==> src/rtl/is_pkg_uart_controller.sv <==
// Shared types, defaults and helpers for the UART controller blocks.
//   uart_rx_state_t : receive FSM state encoding
//   UART_OVERSAMPLE : default oversample ticks per bit
//   UART_DATA_BITS  : default payload width
//   uart_parity()   : expected parity bit for a payload (zero-extended to 8 bits)
package is_pkg_uart_controller;

  typedef enum logic [2:0] {
    IDLE      = 3'd0,
    START     = 3'd1,
    DATA      = 3'd2,
    PARITY    = 3'd3,
    STOP      = 3'd4,
    WAIT_IDLE = 3'd5
  } uart_rx_state_t;

  localparam int unsigned UART_OVERSAMPLE = 16;
  localparam int unsigned UART_DATA_BITS  = 8;

  // Unused upper bits must be zero so they do not disturb the XOR.
  function automatic logic uart_parity(input logic [7:0] data, input logic odd);
    return (^data) ^ odd;
  endfunction

endpackage

==> src/rtl/is_sync_2ff.sv <==
// Generic two-flop synchroniser for asynchronous single-bit inputs.
//   i_clk  : destination clock
//   i_rstn : asynchronous reset, active low
//   i_d    : asynchronous input
//   o_q    : synchronised output (RESET_VAL while in reset)
module is_sync_2ff #(
  parameter logic RESET_VAL = 1'b1
) (
  input  logic i_clk,
  input  logic i_rstn,
  input  logic i_d,
  output logic o_q
);

  logic [1:0] r_sync;

  always_ff @(posedge i_clk or negedge i_rstn) begin
    if (!i_rstn) begin
      r_sync <= {2{RESET_VAL}};
    end else begin
      r_sync <= {r_sync[0], i_d};
    end
  end

  assign o_q = r_sync[1];

endmodule

==> src/rtl/is_uart_rx.sv <==
// UART receive deserialiser. Oversamples the RX line on uart_ce_i ticks, samples each bit
// at mid-bit, checks start/stop and optional parity, and emits one-cycle result strobes.
//   clk_i          : system clock
//   rstn_i         : asynchronous reset, active low
//   uart_ce_i      : oversample tick, OVERSAMPLE per bit
//   uart_data_rx_i : asynchronous serial line, idle high
//   data_o         : last good byte, LSB first received
//   data_valid_o   : strobe, data_o updated
//   frame_err_o    : strobe, stop bit sampled low
//   parity_err_o   : strobe, parity mismatch
//   busy_o         : receiver not idle
module is_uart_rx
  import is_pkg_uart_controller::*;
#(
  parameter int unsigned OVERSAMPLE = UART_OVERSAMPLE,
  parameter int unsigned DATA_BITS  = UART_DATA_BITS,
  parameter int unsigned PARITY_EN  = 0,
  parameter int unsigned PARITY_ODD = 0
) (
  input  logic                 clk_i,
  input  logic                 rstn_i,
  input  logic                 uart_ce_i,
  input  logic                 uart_data_rx_i,
  output logic [DATA_BITS-1:0] data_o,
  output logic                 data_valid_o,
  output logic                 frame_err_o,
  output logic                 parity_err_o,
  output logic                 busy_o
);

  localparam int unsigned TICK_W = $clog2(OVERSAMPLE);
  localparam int unsigned BIT_W  = $clog2(DATA_BITS);
  localparam logic [TICK_W-1:0] TICK_MID  = TICK_W'(OVERSAMPLE / 2 - 1);
  localparam logic [TICK_W-1:0] TICK_LAST = TICK_W'(OVERSAMPLE - 1);
  localparam logic [BIT_W-1:0]  BIT_LAST  = BIT_W'(DATA_BITS - 1);

  logic                 w_rx_s;
  logic                 w_mid;
  logic                 w_end;
  logic [7:0]           w_par_data;
  logic                 w_par_exp;
  uart_rx_state_t       w_state_d;

  uart_rx_state_t       r_state;
  logic [TICK_W-1:0]    r_tick;
  logic [BIT_W-1:0]     r_bit;
  logic [DATA_BITS-1:0] r_shift;
  logic                 r_par_err;
  logic [DATA_BITS-1:0] r_data;
  logic                 r_valid;
  logic                 r_ferr;
  logic                 r_perr;
  logic                 r_busy;

  is_sync_2ff #(
    .RESET_VAL (1'b1)
  ) u_sync_rx (
    .i_clk  (clk_i),
    .i_rstn (rstn_i),
    .i_d    (uart_data_rx_i),
    .o_q    (w_rx_s)
  );

  assign w_mid = uart_ce_i && (r_tick == TICK_MID);
  assign w_end = uart_ce_i && (r_tick == TICK_LAST);

  always_comb begin
    w_par_data                  = '0;
    w_par_data[DATA_BITS-1:0]   = r_shift;
    w_par_exp                   = uart_parity(w_par_data, PARITY_ODD != 0);
  end

  always_comb begin
    w_state_d = r_state;
    unique case (r_state)
      IDLE:      if (uart_ce_i && !w_rx_s) w_state_d = START;
      START: begin
        if (w_mid && w_rx_s) w_state_d = IDLE;  // false start
        else if (w_end)      w_state_d = DATA;
      end
      DATA:      if (w_end && (r_bit == BIT_LAST)) w_state_d = (PARITY_EN != 0) ? PARITY : STOP;
      PARITY:    if (w_end) w_state_d = STOP;
      // Leave at mid-stop so a back-to-back start edge is not missed.
      STOP:      if (w_mid) w_state_d = w_rx_s ? IDLE : WAIT_IDLE;
      WAIT_IDLE: if (uart_ce_i && w_rx_s) w_state_d = IDLE;
      default:   w_state_d = IDLE;
    endcase
  end

  always_ff @(posedge clk_i or negedge rstn_i) begin
    if (!rstn_i) begin
      r_state   <= IDLE;
      r_tick    <= '0;
      r_bit     <= '0;
      r_shift   <= '0;
      r_par_err <= 1'b0;
      r_data    <= '0;
      r_valid   <= 1'b0;
      r_ferr    <= 1'b0;
      r_perr    <= 1'b0;
      r_busy    <= 1'b0;
    end else begin
      r_state <= w_state_d;
      r_busy  <= (w_state_d != IDLE);
      r_valid <= 1'b0;
      r_ferr  <= 1'b0;
      r_perr  <= 1'b0;

      if (w_state_d != r_state) begin
        r_tick <= '0;
      end else if (uart_ce_i) begin
        r_tick <= (r_tick == TICK_LAST) ? '0 : r_tick + 1'b1;
      end

      case (r_state)
        START: begin
          r_bit     <= '0;
          r_par_err <= 1'b0;
        end
        DATA: begin
          if (w_mid) r_shift <= {w_rx_s, r_shift[DATA_BITS-1:1]};
          if (w_end) r_bit <= (r_bit == BIT_LAST) ? '0 : r_bit + 1'b1;
        end
        PARITY: begin
          if (w_mid) r_par_err <= (w_rx_s != w_par_exp);
        end
        STOP: begin
          if (w_mid) begin
            if (!w_rx_s) begin
              r_ferr <= 1'b1;
            end else if (r_par_err) begin
              r_perr <= 1'b1;
            end else begin
              r_data  <= r_shift;
              r_valid <= 1'b1;
            end
          end
        end
        default: ;
      endcase
    end
  end

  assign data_o       = r_data;
  assign data_valid_o = r_valid;
  assign frame_err_o  = r_ferr;
  assign parity_err_o = r_perr;
  assign busy_o       = r_busy;

endmodule

==> config.mk <==
export PLATFORM = sky130hd
export DESIGN_NAME = is_uart_rx
export DESIGN_NICKNAME = d
export VERILOG_FILES = /design/src/rtl/is_pkg_uart_controller.sv /design/src/rtl/is_sync_2ff.sv /design/src/rtl/is_uart_rx.sv
export SDC_FILE = /design/constraint.sdc
export NUM_CORES = 1
export LEC_CHECK = 0
export CAP_MARGIN = 10
export CORE_ASPECT_RATIO = 1.25
export CORE_MARGIN = 5
export CORE_UTILIZATION = 27
export CTS_BUF_LIST = sky130_fd_sc_hd__clkbuf_4 sky130_fd_sc_hd__clkbuf_8 sky130_fd_sc_hd__clkbuf_16
export DETAILED_ROUTE_END_ITERATION = 10
export PLACE_DENSITY = 0.41
export SYNTH_ARGS = -nofsm -noshare
export SYNTH_HDL_FRONTEND = slang
export SYNTH_SLANG_ARGS = --single-unit
==> constraint.sdc <==
create_clock -name clk_i -period 2.3 [get_ports clk_i]
set_input_delay 0.69 -clock clk_i [delete_from_list [all_inputs] [get_ports clk_i]]
set_output_delay 0.69 -clock clk_i [all_outputs]
set_load 0.03 [all_outputs]
Word level (Yosys, flattened, before mapping):

Cells that the tools add are included.

* bits in registers: 33
* input bits: 4
* logic and storage cells: 71

* add/subtract/negate cells: 2
* equality and inequality tests: 12
* mux-type cells: 28
* bitwise operators: 1
* reductions and logical operators: 17

Operators by type and width (number)
* $mux W3: 10
* $pmux W3 S6: 1
* $mux W1: 12
* $mux W4: 3
* $eq A3 B3 Y1 const B: 3
* $reduce_xor A8 Y1: 1
* $eq A3 B2 Y1 const B: 2
* $logic_and A1 B1 Y1: 6
* $pmux W3 S2: 1
* $reduce_and A2 Y1: 3
* $reduce_bool A2 Y1: 3
* $add A4 B1 Y4 const B: 1
* $eq A4 B3 Y1 const B: 1
* $eq A4 B4 Y1 const B: 1
* $ne A2 B2 Y1 const B: 2
* $reduce_and A4 Y1: 1
* $add A3 B1 Y3 const B: 1
* $eq A3 B1 Y1 const B: 1
* $logic_not A3 Y1: 1
* $ne A3 B3 Y1: 1
* $reduce_bool A3 Y1: 1
* $pmux W1 S2: 1
* $logic_not A1 Y1: 1
* $ne A1 B1 Y1: 1
* $not A1 Y1: 1

Logic depth before layout (Yosys ltp):

* depth in word-level cells: 7
* mapped depth: 7
* mapped depth without buffers: 6

Cells and area by module:

A second synthesis with hierarchy kept.

* cell total of the unflattened synthesis: 131
* area, all modules: 1631.6 um2

Modules (own cells, without submodules)
* is_uart_rx: instances 1, cells an instance 129, area an instance 1579.0 um2, sequential area each 775.7 um2
* is_sync_2ff: instances 1, cells an instance 2, area an instance 52.6 um2, sequential area each 52.6 um2

Worst setup path after synthesis:

Ideal clock, no wire load.

* path kind: in2reg
* start point: input uart_ce_i
* end point: register r_shift[0]
* setup time: 125 ps
* data arrival time: 1864 ps
* slack: 311 ps
* stages on the path: 5
* buffers on the path: 2
* cell sequence: buf_6 -> and4b_1 -> buf_6 -> nor4b_4 -> mux2_2

* cells in the longest elaborated chain, start to end: 2

Ends and longest elaborated chain
* start, declared: RTL line is_uart_rx.sv:22 `input logic uart_ce_i,`
* $logic_and A1 B1 Y1: RTL line is_uart_rx.sv:64 `assign w_mid = uart_ce_i && (r_tick == TICK_MID);`
* $reduce_and A2 Y1 (no source line)
* end signal, assigned: RTL line is_uart_rx.sv:121 `if (w_mid) r_shift <= {w_rx_s, r_shift[DATA_BITS-1:1]};`
* end, declared: RTL line is_uart_rx.sv:47 `logic [DATA_BITS-1:0] r_shift;`

Every way passes these cells.
A chain may end at the register's enable or synchronous reset.

Final worst setup path:

* start point: input uart_ce_i
* end point: register r_data[7] (netlist: data_o[7])

* cells in the longest elaborated chain, start to end: 2

Ends and longest elaborated chain
* $logic_and A1 B1 Y1: RTL line is_uart_rx.sv:64
* $reduce_and A4 Y1 (no source line)
* end signal, assigned: RTL line is_uart_rx.sv:134 `r_data <= r_shift;`
* end, declared: RTL line is_uart_rx.sv:49 `logic [DATA_BITS-1:0] r_data;`

Every way passes these cells.

==> summary.txt <==
Pwr
  • Internal power consumption: approximately 1.2 mW
  • Peak ir drop on the vdd network: 0.3253 mV
  • Part of the total power dissipated in the clock network: ~33%
  • Sequential fraction of design power: 43.0%
  • Switching pwr: 0.5236 mW
  • Switching Share: 30.96%
  • Pleak: 0.9196 nW
  • Share of power burned in combinational logic: between 20% and 30%
  • Power per cell area: roughly 840 mW/mm²

CTS
  • Max H-tree Level: 2
  • Sink count of the clock tree: 33
  • Buffer type at the clock tree root: clkbuf_8
  • Longest Clk Path Bufs: 2
  • CTS tree: built
  • Clock transition at the registers of the reported paths: around 70 ps
  • Post-cts hold buffer count: 0
  • Clock network latency to the later pin of the worst-skew pair: between 200 and 300 ps
  • Number of CTS-inserted buffers: 5
  • CTS-repair resized insts: 0
  • Post-CTS Setup Inserts: 0

Yosys
  • Synthesized cell area: 0.001578 mm²
  • Count of unique library cells instantiated by Yosys: 35
  • Most common cell in the synthesized netlist: dfrtp_1
  • Avg Cell Area, Syn: approximately 11 µm²
  • Total of flip-flops plus latches after synthesis: 33
  • Top cell type's share of synthesized area: 49.17%
  • Leading register cell type out of synthesis: dfrtp_1
  • Sequential-to-total area share from yosys stat: 52.50%
  • Post-Synthesis Net Count: 145
  • Synthesized netlist cell count: 138
  • Leading post-synthesis cells by instance count: dfrtp_1, mux2_2, nor2_1, o21ai_0, nand2_1
  • Most area-hungry cell type in the Yosys netlist: dfrtp_1
  • EDFF count, synth: 0
  • YS warnings: 0
  • Ranking of synthesized cells by area: dfrtp_1, mux2_2, xnor2_1
  • Async S/R FF share, synth: 100.0%

Timing
  • Final clock period utilization by the worst path: 91.32%
  • Least setup slack across all paths after layout: 199.5 ps
  • Fin. Hold Viols: 0
  • TNS Setup: 0 ps
  • Largest clock skew in the final design: 5.738 ps
  • Highest clock frequency the design can meet: 476.1 MHz
  • Setup repair after global routing missed its margin: no
  • Slew Viols, Final: 0
  • Min Tclk post-route: 2100 ps
  • Hold slack final: 357.7 ps
  • Worst relative slew slack: between 70% and 80%
  • Number of endpoints failing setup at the final stage: 0
  • Transition at the pin with the smallest max-transition slack: 436.3 ps

Drt
  • Via count normalized by instance count: 4.682
  • DR WL/cell: 13.10 µm
  • DRT iter0 DRCs: between 90 and 100
  • Post-Route WL: 3.092 mm
  • Vias post-DR: roughly 1100
  • Number of nets with antenna violations after detailed routing: 0
  • Count of TritonRoute iterations in the first routing pass: 4
  • Final routed DRC violation total: 0

Worst setup path
  • Critical path launch point type: input port
  • Worst R2R Start: r_tick[0]
  • Nature of the critical path endpoint: flip-flop
  • Arrival time worst endpoint: 2260 ps
  • Launch point of the worst path: uart_ce_i
  • Data required, critical path: between 2000 and 2500 ps
  • Highest net fanout along the worst path: 5
  • Worst Setup Path Type: in -> reg

Cells and area
  • Number of inserted diodes: 0
  • Fraction of final layout cells with drive strength greater than 1: 25.88%
  • Area delta synth->final: 27.91%
  • Layout fillers: 586
  • Post-layout net count: 176

Global route
  • Initial antenna violation count: 0
  • Wire length of the first global-routing pass: 5.492 mm
  • Vias in the first global route: 1169
  • Largest net degree at the start of global routing: 34
  • Global-route total usage across every layer: a little under a tenth
  • Remaining Overflow, GRT: 0

Floorplan
  • Starting density of the core: 27.48%
  • Count of boundary I/O pins: 16
  • Rows: 31
  • Die Wd: 78.37 µm
  • Standard cell core area: about 0.0057 mm²
  • Die footprint: between 0.007 and 0.008 mm²
  • Y dimension of the die: 95.47 µm

Worst hold path
  • Critical hold path startpoint: u_sync_rx.r_sync[0]
  • Hold WC Path Type: reg -> reg

Status
  • Status: finished clean

Placed design
  • Dpl ws: -108.0 ps
  • DP HPWL: about 2.2 mm
  • Count of buffers inserted at the top-level ports: 15
  • Global placement routability congestion: 0.8772

Job
  • Number of maximum-capacitance violations: 0
## path summary, 6_finish.rpt
kind                                        to  slack [ps]  cells after the start
min in group asynchronous         parity_err_o         810                      2
max reg2reg                          data_o[7]         390                      6
min                        u_sync_rx.r_sync[1]         360                      0
min reg2reg                u_sync_rx.r_sync[1]         360                      0
max                                  data_o[7]         200                      6
max in group asynchronous  u_sync_rx.r_sync[0]        1170                      2
## logic make-up after synthesis
kind of cell,synth area share (%)
fa+ha+maj,2.379
flops,52.50
simple gates,14.43
mux,12.69
compound gates,8.961
xor+xnor,4.996
buf+inv,4.044
## cell type report
cell class	count	area [µm²]	share of cell area, %
tap	66	82.58	4.092
timing repair buffer	31	282.8	14.01
multi-input combinational	93	685.7	33.97
clock inverter	2	37.54	1.860
inverter	5	18.77	0.9299
sequential	33	828.3	41.04
clock buffer	6	82.58	4.092
## metrics by stage
| stage | power [mW] | std cells | cell area, µm² | utilization (%) |
|---|---|---|---|---|
| 3_5_place_dp | 1.142 | 228 | 1898 | 33.06 |
| 6_report | 1.691 | 236 | 2018 | 35.16 |
| 2_1_floorplan | 1.002 | 138 | 1578 | - |
| 3_3_place_gp | 1.144 | 228 | 1898 | 33.06 |
| 4_1_cts | 1.718 | 236 | 2018 | 35.16 |
| 5_1_grt | 1.814 | 236 | 2018 | 35.16 |
## layout by cell type (no fill, tap or decap), drive strengths merged, types with 2 or more instances in the layout
cell | synthesis | layout
o21ai | 9 | 9
a22oi | 2 | 2
mux2 | 16 | 16
inv | 5 | 5
or3 | 3 | 3
nand4 | 3 | 3
xnor2 | 7 | 7
clkbuf | 2 | 6
buf | 5 | 16
clkdlybuf4s50 | 0 | 15
a21oi | 7 | 7
and4b | 2 | 2
xor2 | 2 | 2
nand2b | 5 | 5
mux2i | 2 | 2
ha | 3 | 3
dfstp | 2 | 2
nor2 | 9 | 9
nand2 | 8 | 8
nand3 | 4 | 4
dfrtp | 31 | 31
## worst max-delay path, stage by stage
cell	delay, ps
clkdlybuf4s50_1	490
and4b_1	280
nand4_1	130
nand2b_1	220
buf_4	170
mux2_2	270
## power groups by stage
| stage | clock network [mW] | registers, mW | logic (mW) |
|---|---|---|---|
| finish | 0.562 | 0.727 | 0.402 |
| global route | 0.617 | 0.742 | 0.455 |
| CTS | 0.585 | 0.727 | 0.406 |
| detailed placement | 0 | 0.737 | 0.405 |
| global placement | 0 | 0.739 | 0.405 |
| floorplan | 0 | 0.718 | 0.283 |
## flip-flops by register name, summed over array words and instances (netlist names)
register / flops
r_tick: 4
r_par_err: 1
frame_err_o: 1
r_state: 3
data_o: 8
data_valid_o: 1
busy_o: 1
r_shift: 8
u_sync_rx.r_sync: 2
r_bit: 3
parity_err_o: 1
## per-layer routing
metal | track usage (%) | vias to the layer above | wire length, µm
met4 | 5.685 | 0 | 106
met1 | 10.90 | 520 | 1375
met2 | 15.14 | 29 | 1470
li1 | - | 545 | -
met5 | 0 | - | 0
met3 | 3.119 | 11 | 139
(Power assumes the default switching activity.)
